File: src/rtl/alarm_pkg.sv
// Shared constants and helpers for the alarm scheduler: FSM encoding,
// time limits, slot ids and id <-> one-hot conversion.
package alarm_pkg;

  typedef enum logic {
    IDLE = 1'b0,
    RING = 1'b1
  } state_t;

  localparam logic [4:0] MAX_HOUR = 5'd23;
  localparam logic [5:0] MAX_MIN  = 6'd59;
  localparam logic [5:0] MAX_SEC  = 6'd59;

  localparam logic [1:0] NO_ALARM = 2'd0;
  localparam logic [1:0] ALARM_1  = 2'd1;
  localparam logic [1:0] ALARM_2  = 2'd2;
  localparam logic [1:0] ALARM_3  = 2'd3;

  function automatic logic [2:0] id_mask(input logic [1:0] id);
    case (id)
      ALARM_1: id_mask = 3'b001;
      ALARM_2: id_mask = 3'b010;
      ALARM_3: id_mask = 3'b100;
      default: id_mask = 3'b000;
    endcase
  endfunction

  // Fixed priority: lowest slot index wins.
  function automatic logic [1:0] lowest_id(input logic [2:0] p);
    if (p[0])      lowest_id = ALARM_1;
    else if (p[1]) lowest_id = ALARM_2;
    else if (p[2]) lowest_id = ALARM_3;
    else           lowest_id = NO_ALARM;
  endfunction

endpackage

File: src/rtl/alarm_slot.sv
// One alarm slot: range-checked time storage, armed flag and the
// equality compare against the running clock.
module alarm_slot (
  input  logic       clk,
  input  logic       rst,
  input  logic       set,
  input  logic       clear,
  input  logic [4:0] hour,
  input  logic [5:0] min,
  input  logic [5:0] sec,
  input  logic [4:0] cur_hour,
  input  logic [5:0] cur_min,
  input  logic [5:0] cur_sec,
  output logic       armed,
  output logic       match,
  output logic       load_err,
  output logic       loaded
);
  import alarm_pkg::*;

  logic [4:0] hour_reg;
  logic [5:0] min_reg;
  logic [5:0] sec_reg;
  logic       armed_reg;
  logic       in_range;

  assign in_range = (hour <= MAX_HOUR) && (min <= MAX_MIN) && (sec <= MAX_SEC);
  // A disarm in the same cycle overrides the load.
  assign loaded   = set & in_range & ~clear;
  assign load_err = set & ~in_range;

  always_ff @(posedge clk) begin
    if (rst) begin
      hour_reg  <= '0;
      min_reg   <= '0;
      sec_reg   <= '0;
      armed_reg <= 1'b0;
    end else if (clear) begin
      armed_reg <= 1'b0;
    end else if (loaded) begin
      hour_reg  <= hour;
      min_reg   <= min;
      sec_reg   <= sec;
      armed_reg <= 1'b1;
    end
  end

  assign armed = armed_reg;
  assign match = armed_reg && (hour_reg == cur_hour) && (min_reg == cur_min) &&
                 (sec_reg == cur_sec);

endmodule

File: src/rtl/alarm_scheduler.sv
// Owns the three alarm slots, queues their matches, and drives the single
// buzzer with stop, snooze and auto-timeout handling.
module alarm_scheduler #(
  parameter int RING_SECS   = 60,
  parameter int SNOOZE_SECS = 300
) (
  input  logic       clk,
  input  logic       rst,
  input  logic       tick_1hz,
  input  logic [4:0] cur_hour,
  input  logic [5:0] cur_min,
  input  logic [5:0] cur_sec,
  input  logic [4:0] hour1,
  input  logic [4:0] hour2,
  input  logic [4:0] hour3,
  input  logic [5:0] min1,
  input  logic [5:0] min2,
  input  logic [5:0] min3,
  input  logic [5:0] sec1,
  input  logic [5:0] sec2,
  input  logic [5:0] sec3,
  input  logic       set1,
  input  logic       set2,
  input  logic       set3,
  input  logic [2:0] disarm,
  input  logic       stop_btn,
  input  logic       snooze_btn,
  output logic       ring_out,
  output logic       ringing,
  output logic [1:0] active_id,
  output logic [2:0] armed,
  output logic       snoozed,
  output logic       set_err
);
  import alarm_pkg::*;

  localparam int RING_W = $clog2(RING_SECS + 1);
  localparam int SNZ_W  = $clog2(SNOOZE_SECS + 1);
  localparam logic [RING_W-1:0] RING_LAST = RING_W'(RING_SECS - 1);
  localparam logic [SNZ_W-1:0]  SNZ_LOAD  = SNZ_W'(SNOOZE_SECS);
  localparam logic [SNZ_W-1:0]  SNZ_ONE   = SNZ_W'(1);

  logic [4:0] hour_arr [3];
  logic [5:0] min_arr  [3];
  logic [5:0] sec_arr  [3];
  logic [2:0] set_vec, match, load_err, loaded;

  assign hour_arr = '{hour1, hour2, hour3};
  assign min_arr  = '{min1, min2, min3};
  assign sec_arr  = '{sec1, sec2, sec3};
  assign set_vec  = {set3, set2, set1};

  generate
    for (genvar gi = 0; gi < 3; gi++) begin : g_slot
      alarm_slot u_slot (
        .clk      (clk),
        .rst      (rst),
        .set      (set_vec[gi]),
        .clear    (disarm[gi]),
        .hour     (hour_arr[gi]),
        .min      (min_arr[gi]),
        .sec      (sec_arr[gi]),
        .cur_hour (cur_hour),
        .cur_min  (cur_min),
        .cur_sec  (cur_sec),
        .armed    (armed[gi]),
        .match    (match[gi]),
        .load_err (load_err[gi]),
        .loaded   (loaded[gi])
      );
    end
  endgenerate

  state_t              state_reg;
  logic [1:0]          active_reg;
  logic [RING_W-1:0]   ring_cnt_reg;
  logic                ring_out_reg;  // doubles as the beep phase while ringing
  logic [2:0]          pending_reg, pend_next, pend_avail;
  logic                snz_valid_reg, snz_valid_next;
  logic [SNZ_W-1:0]    snz_cnt_reg, snz_cnt_next;
  logic [1:0]          snz_id_reg, snz_id_next;
  logic                set_err_reg;
  logic [2:0]          kill, act_mask;
  logic                end_by_slot, stop_go, snz_go, auto_go, exit_go;

  always_comb begin
    kill        = disarm | loaded;
    act_mask    = (state_reg == RING) ? id_mask(active_reg) : 3'b000;
    end_by_slot = |(kill & act_mask);
    stop_go     = (state_reg == RING) & stop_btn;
    snz_go      = (state_reg == RING) & snooze_btn & ~stop_btn & ~end_by_slot;
    auto_go     = (state_reg == RING) & tick_1hz & (ring_cnt_reg == RING_LAST);
    exit_go     = end_by_slot | stop_go | snz_go | auto_go;

    pend_next      = pending_reg | (tick_1hz ? match : 3'b000);
    snz_valid_next = snz_valid_reg;
    snz_cnt_next   = snz_cnt_reg;
    snz_id_next    = snz_id_reg;
    if (snz_go) begin
      snz_valid_next = 1'b1;
      snz_cnt_next   = SNZ_LOAD;
      snz_id_next    = active_reg;
    end else if (snz_valid_reg) begin
      if (|(kill & id_mask(snz_id_reg))) begin
        snz_valid_next = 1'b0;
      end else if (tick_1hz) begin
        if (snz_cnt_reg == SNZ_ONE) begin
          pend_next      = pend_next | id_mask(snz_id_reg);
          snz_valid_next = 1'b0;
          snz_cnt_next   = '0;
        end else begin
          snz_cnt_next = snz_cnt_reg - 1'b1;
        end
      end
    end
    pend_next  = pend_next & ~kill & ~(exit_go ? act_mask : 3'b000);
    pend_avail = pending_reg & ~kill;
  end

  always_ff @(posedge clk) begin
    if (rst) begin
      state_reg     <= IDLE;
      active_reg    <= NO_ALARM;
      ring_cnt_reg  <= '0;
      ring_out_reg  <= 1'b0;
      pending_reg   <= '0;
      snz_valid_reg <= 1'b0;
      snz_cnt_reg   <= '0;
      snz_id_reg    <= NO_ALARM;
      set_err_reg   <= 1'b0;
    end else begin
      pending_reg   <= pend_next;
      snz_valid_reg <= snz_valid_next;
      snz_cnt_reg   <= snz_cnt_next;
      snz_id_reg    <= snz_id_next;
      set_err_reg   <= |load_err;
      case (state_reg)
        IDLE: begin
          if (|pend_avail) begin
            state_reg    <= RING;
            active_reg   <= lowest_id(pend_avail);
            ring_cnt_reg <= '0;
            ring_out_reg <= 1'b1;
          end
        end
        RING: begin
          if (exit_go) begin
            state_reg    <= IDLE;
            active_reg   <= NO_ALARM;
            ring_cnt_reg <= '0;
            ring_out_reg <= 1'b0;
          end else if (tick_1hz) begin
            ring_cnt_reg <= ring_cnt_reg + 1'b1;
            ring_out_reg <= ~ring_out_reg;
          end
        end
        default: state_reg <= IDLE;
      endcase
    end
  end

  assign ring_out  = ring_out_reg;
  assign ringing   = (state_reg == RING);
  assign active_id = active_reg;
  assign snoozed   = snz_valid_reg;
  assign set_err   = set_err_reg;

endmodule

File: config.mk
export PLATFORM = sky130hd
export DESIGN_NAME = alarm_scheduler
export DESIGN_NICKNAME = d
export VERILOG_FILES = /design/src/rtl/alarm_pkg.sv /design/src/rtl/alarm_slot.sv /design/src/rtl/alarm_scheduler.sv
export SDC_FILE = /design/constraint.sdc
export NUM_CORES = 1
export LEC_CHECK = 0
export CORE_MARGIN = 1.5
export CORE_UTILIZATION = 55
export DETAILED_ROUTE_END_ITERATION = 16
export PLACE_DENSITY = 0.92
export SLEW_MARGIN = 20
export SYNTH_ARGS = -nofsm -noshare
export SYNTH_HDL_FRONTEND = slang
export SYNTH_SLANG_ARGS = --single-unit
File: constraint.sdc
create_clock -name clk -period 3.4 [get_ports clk]
set_input_delay 0.34 -clock clk [delete_from_list [all_inputs] [get_ports clk]]
set_output_delay 0.34 -clock clk [all_outputs]
set_load 0.05 [all_outputs]
* After elaboration in Yosys (flattened, before gate mapping)
Cells that the tools add are included.
Cells by class: $lt $le $gt $ge 9, add/subtract/negate cells 2, bitwise gates (word level) 39, equal/unequal tests 21, multiplexer cells 44, reductions and logical operators 32
Operators with widths (number):
- 3-bit two-way mux | 15
- 9-bit two-way mux | 5
- 6-bit == test | 6
- 6-bit less-or-equal comparator, second input constant | 6
- 6-bit two-way mux | 3
- 3-bit one-hot mux with 3 select lines | 2
- 1-bit AND | 15
- 3-bit AND | 5
- 5-bit == test | 3
- 5-bit less-or-equal comparator, second input constant | 3
- 1-bit logical AND | 15
- 6-bit one-hot mux with 2 select lines | 1
- 3-bit OR reduction | 4
- 1-bit inverter | 11
- 1-bit two-way mux | 10
- 2-bit two-way mux | 5
- 2-bit AND reduction | 5
- 9-bit by 1-bit == test with 1-bit output, second input constant | 1
- 3-bit OR | 3
- 9-bit by 1-bit subtractor with 9-bit output, second input constant | 1
- 2-bit == test, second input constant | 4
- 2-bit OR reduction | 4
- 6-bit by 1-bit adder with 6-bit output, second input constant | 1
- 6-bit == test, second input constant | 1
- 10 further kinds | 18
Storage, ports and cells: output and inout port bits 9, register bits after elaboration 80

* Logic depth before layout (Yosys ltp)
depth in word-level cells 24, gate-level depth with buffers 7

* Modules after synthesis
A second synthesis with hierarchy kept.
Unflattened totals: cells, all modules 438, area total of the unflattened synthesis 4113.9 µm²
By module, submodules not included:
- alarm_slot at g_slot[0].u_slot ... | cells each 89, seq. area each 360.3 µm², area an instance 878.3 µm², times used 2
- alarm_scheduler | cells each 171, seq. area each 520.5 µm², area an instance 1472.7 µm², times used 1
- alarm_slot at g_slot[2].u_slot | cells each 89, seq. area each 360.3 µm², area an instance 884.6 µm², times used 1

* Worst setup path after synthesis
No wires, ideal clock.
path kind flip-flop to flip-flop, from register active_reg[0] (netlist: active_id[0]), to register pending_reg[2], period minus slack after synthesis 2.305 ns, stages on the path, launching flop included 7, setup time 0.070 ns, arrival time 2.235 ns, buffers on the path 1, path slack 1.095 ns, cells stage by stage dfxtp_1 -> inv_1 -> o311a_1 -> and3_1 -> clkbuf_1 -> or4_1 -> a21oi_1
Between the ends: longest elaborated chain between the ends 12, elaborated cells on any way between the ends 17, classes of those cells 3 x eq/ne; 4 x mux; 9 x bitwise; 1 x reduce/logical
Ends and longest elaborated chain:
- from (decl) | line alarm_scheduler.sv:75 | logic [1:0] active_reg;
- from (signal assigned) | line alarm_scheduler.sv:141 | active_reg <= lowest_id(pend_avail);
- 2-bit == test or 2-bit by 1-bit == test with 1-bit output (tied branches) | line alarm_pkg.sv:20 | case (id)
- 3-bit one-hot mux with 3 select lines * | line alarm_pkg.sv:20
- 3-bit two-way mux * | line alarm_scheduler.sv:88 | act_mask = (state_reg == RING) ? id_mask(active_reg) : 3'b000;
- 3-bit AND | line alarm_scheduler.sv:89 | end_by_slot = |(kill & act_mask);
- 3-bit OR reduction | line alarm_scheduler.sv:89
- 1-bit inverter | line alarm_scheduler.sv:91 | snz_go = (state_reg == RING) & snooze_btn & ~stop_btn & ~end_by_slot;
- 1-bit AND | line alarm_scheduler.sv:91
- 1-bit OR (2 in a row) | line alarm_scheduler.sv:93 | exit_go = end_by_slot | stop_go | snz_go | auto_go;
- 3-bit two-way mux | line alarm_scheduler.sv:116 | pend_next = pend_next & ~kill & ~(exit_go ? act_mask : 3'b000);
- 3-bit inverter | line alarm_scheduler.sv:116
- 3-bit AND * | line alarm_scheduler.sv:116
- to (signal assigned) | line alarm_scheduler.sv:132 | pending_reg <= pend_next;
- to (decl) | line alarm_scheduler.sv:78 | logic [2:0] pending_reg, pend_next, pend_avail;
Every way passes the cells marked *; elsewhere a longest branch is shown, timed or not. A chain may end at the register's enable or synchronous reset.

* Worst setup path in the final report
from input sec1[3], to register snz_cnt_reg[2]
Between the ends: longest elaborated chain between the ends 11, elaborated cells on any way between the ends 16, classes of those cells 1 x order compare; 1 x eq/ne; 1 x mux; 7 x bitwise; 6 x reduce/logical
Ends and longest elaborated chain:
- from (decl) | line alarm_scheduler.sv:19 | input logic [5:0] sec1,
- 6-bit less-or-equal comparator * | line alarm_slot.sv:27 | assign in_range = (hour <= MAX_HOUR) && (min <= MAX_MIN) && (sec <= MAX_SEC);
- 1-bit logical AND * | line alarm_slot.sv:27
- 1-bit AND * (2 in a row) | line alarm_slot.sv:29 | assign loaded = set & in_range & ~clear;
- 3-bit OR * | line alarm_scheduler.sv:87 | kill = disarm | loaded;
- 3-bit AND | line alarm_scheduler.sv:89
- 3-bit OR reduction | line alarm_scheduler.sv:89
- 1-bit inverter | line alarm_scheduler.sv:91
- 1-bit AND | line alarm_scheduler.sv:91
- 2-bit != test (no source line) or 2-bit nonzero test (tied branches)
- 3-bit AND reduction (no source line)
- to (signal assigned) | line alarm_scheduler.sv:134 | snz_cnt_reg <= snz_cnt_next;
- to (decl) | line alarm_scheduler.sv:80 | logic [SNZ_W-1:0] snz_cnt_reg, snz_cnt_next;
Marks and branches as above.

==> results.tsv <==
metric	value	unit
outcome	completed	
vias_per_cell	6.078	
crit_path_start_kind	input pin	
drt-pass1-iter-count	4	
slew_headroom	46.88	%
portBuffers	87	
syn_area_per_cell	8.235	um2
rr_endpoint	pending_reg[1]	
h-tree-depth	3	
fin_crit_sh	79.75	%
fin_crit	2.711	ns
stdcell_count	677	
p_leak	1.769	nW
end_kind	register	
required	3.70	ns
grt-ovfl-total	0	
worstPathArrival	3.01	ns
antenna_found_initial	0	
coreArea	0.007176	mm2
drc	0	
wl_per_cell	18.36	um
pwr-share-seq	45.1	%
syn_inst	490	
min_path_type	register to register	
antenna_left	0	
r2r_slack	0.98	ns
holdBufCountCts	0	
rr_worst_depth	6	
startpoint	sec1[3]	
critPathKind	input pin to register	
clkPwrFrac	40.5	%
worst_ir_drop_vdd	0.2640	mV
routed_wl	12430	um
cts-root-buf	clkbuf_8	
fin_tns_setup	0	ns
synth_commonest_cells	80 x dfxtp_1, 76 x nand2_1, 51 x a21oi_1, 45 x xnor2_1, 33 x nor2_1	
reg2reg_from	snz_cnt_reg[3]	
fin_worst_skew	0.01090	ns
ys_types	57	
synth_edf_count	0	
ys_ff_latch	80	
rsz0062_at_grt	false	
synthTopCellsByArea	dfxtp_1 40%, xnor2_1 9.8%, nand2_1 7.1%	
p_comb_share	14.3	%
drt_iter0_markers	286	
maxCapViolCount	0	
synthesis.nets	572	
die-area	0.007860	mm2
synth_top_area_share	39.69	%
switching_share	25.34	%
io_pins	88	
insertion_delay	0.36	ns
cts.sinks	80	
cp-endpoint	snz_cnt_reg[2]	
cts.clk_slew.worst_paths	0.09	ns
cts_max_path_buffers	2	
gp_congestion	0.9146	
cts_resized	0	
die_w	88.66	um
power.switching	0.0005534	W
synth_warnings	0	
syn_to_final_growth	30.08	%
die_h	88.66	um
worstMarginPinSlew	0.7969	ns
yosysTopAreaCell	dfxtp_1	
antenna_cells	0	
via_count	4115	
synth_ff_type	dfxtp_1	
cts_tree	built	
fp-row-count	31	
post-dp-hpwl	8557	um
cts_buffers	9	
fmax	368.8	MHz
intPower	0.001631	W
netlist_area	0.004035	mm2
final_nets	655	
hold_violations	0	
post-synth-top-count-cell	dfxtp_1	
grt_util_all_layers	33.27	%
yosysSeqAreaShare	39.69	%
ys_async_sr_fraction	0	%
start_util	56.23	%
grt_pass1_vias	4017	
placed_cells	661	
critPathMaxFanout	8	
grt_pass1_wl	19620	um
postCtsSetupRepairBufs	0	
drive_gt1_share	7.093	%
setup_viol	0	
slew_violations	0	
power_density	416.1	mW/mm2
grt_max_degree	38	
[worst min-delay path by stage]
stage | from | to | slack, ns | cells after the start
after global placement | g_slot[1].u_slot.sec_reg[2] | g_slot[1].u_slot.sec_reg[2] | 0.45 | 2
after global routing | g_slot[1].u_slot.min_reg[2] | g_slot[1].u_slot.min_reg[2] | 0.51 | 2
final | g_slot[1].u_slot.min_reg[1] | g_slot[1].u_slot.min_reg[1] | 0.47 | 2
after floorplan | disarm[1] | g_slot[1].u_slot.armed | 0.41 | 1
after detailed placement | g_slot[1].u_slot.min_reg[1] | g_slot[1].u_slot.min_reg[1] | 0.46 | 2
after CTS | rst | snz_id_reg[1] | 0.47 | 2
[layer usage]
layer  share of wire, %  GRT usage [%]  routed length (um)
met1                 40          39.57                4934
met2                 46          53.65                5776
met3                8.0          7.276                 996
met4                5.8          22.59                 721
met5                  0              0                   0
[layout by cell type (no fill, tap or decap), drive strengths merged, types with 13 or more instances in the layout]
| cell | count |
|---|---|
| clkdlybuf4s50 | 86 |
| dfxtp | 80 |
| nand2 | 77 |
| a21oi | 51 |
| xnor2 | 45 |
| nor2 | 33 |
| o21ai | 31 |
| nand4 | 20 |
| xor2 | 13 |
| mux2i | 13 |
[final cells by class]
class | count | area, um2
clock inverter | 6 | 115.1
fill | 472 | 1927
clock buffer | 10 | 137.6
multi-input combinational | 375 | 2292
tap | 99 | 123.9
sequential | 80 | 1602
inverter | 10 | 37.54
timing repair buffer | 97 | 940.9
[logic make-up after synthesis]
group,after synthesis,share of synthesized area (%)
compound gates,115,17.15
xor+xnor,58,12.59
fa+ha+maj,3,0.9303
buf+inv,35,3.566
flops,80,39.69
mux,14,3.504
simple gates,185,22.57
[metrics by stage]
stage	setup WS, ns	utilization, %	power, W	instance area (um2)	hold slack [ns]
after floorplan	1.095	-	0.001147	4035	0.4128
final	0.6885	73.15	0.002184	5249	0.4744
after CTS	0.7404	73.11	0.002177	5246	0.4709
after global placement	0.4593	69.59	0.001295	4994	0.4532
after detailed placement	0.4053	69.59	0.001305	4994	0.4646
after global routing	0.6060	73.15	0.002256	5249	0.5059
[critical path, stage by stage]
cell and delay, ns:
clkdlybuf4s50_1 0.50, nand4_1 0.20, a41oi_2 0.51, o21ai_0 0.27, or2_2 0.40, or4_2 0.61, a31oi_1 0.17
[power groups by stage]
stage / registers (W) / clock network [W] / logic, W
2_1_floorplan: 0.00100 / 0 / 0.000143
3_3_place_gp: 0.00101 / 0 / 0.000290
3_5_place_dp: 0.00101 / 0 / 0.000298
4_1_cts: 0.000985 / 0.000886 / 0.000306
5_1_grt: 0.000989 / 0.000934 / 0.000333
6_report: 0.000986 / 0.000885 / 0.000313
Note: power is estimated with default switching activity, not from simulation.
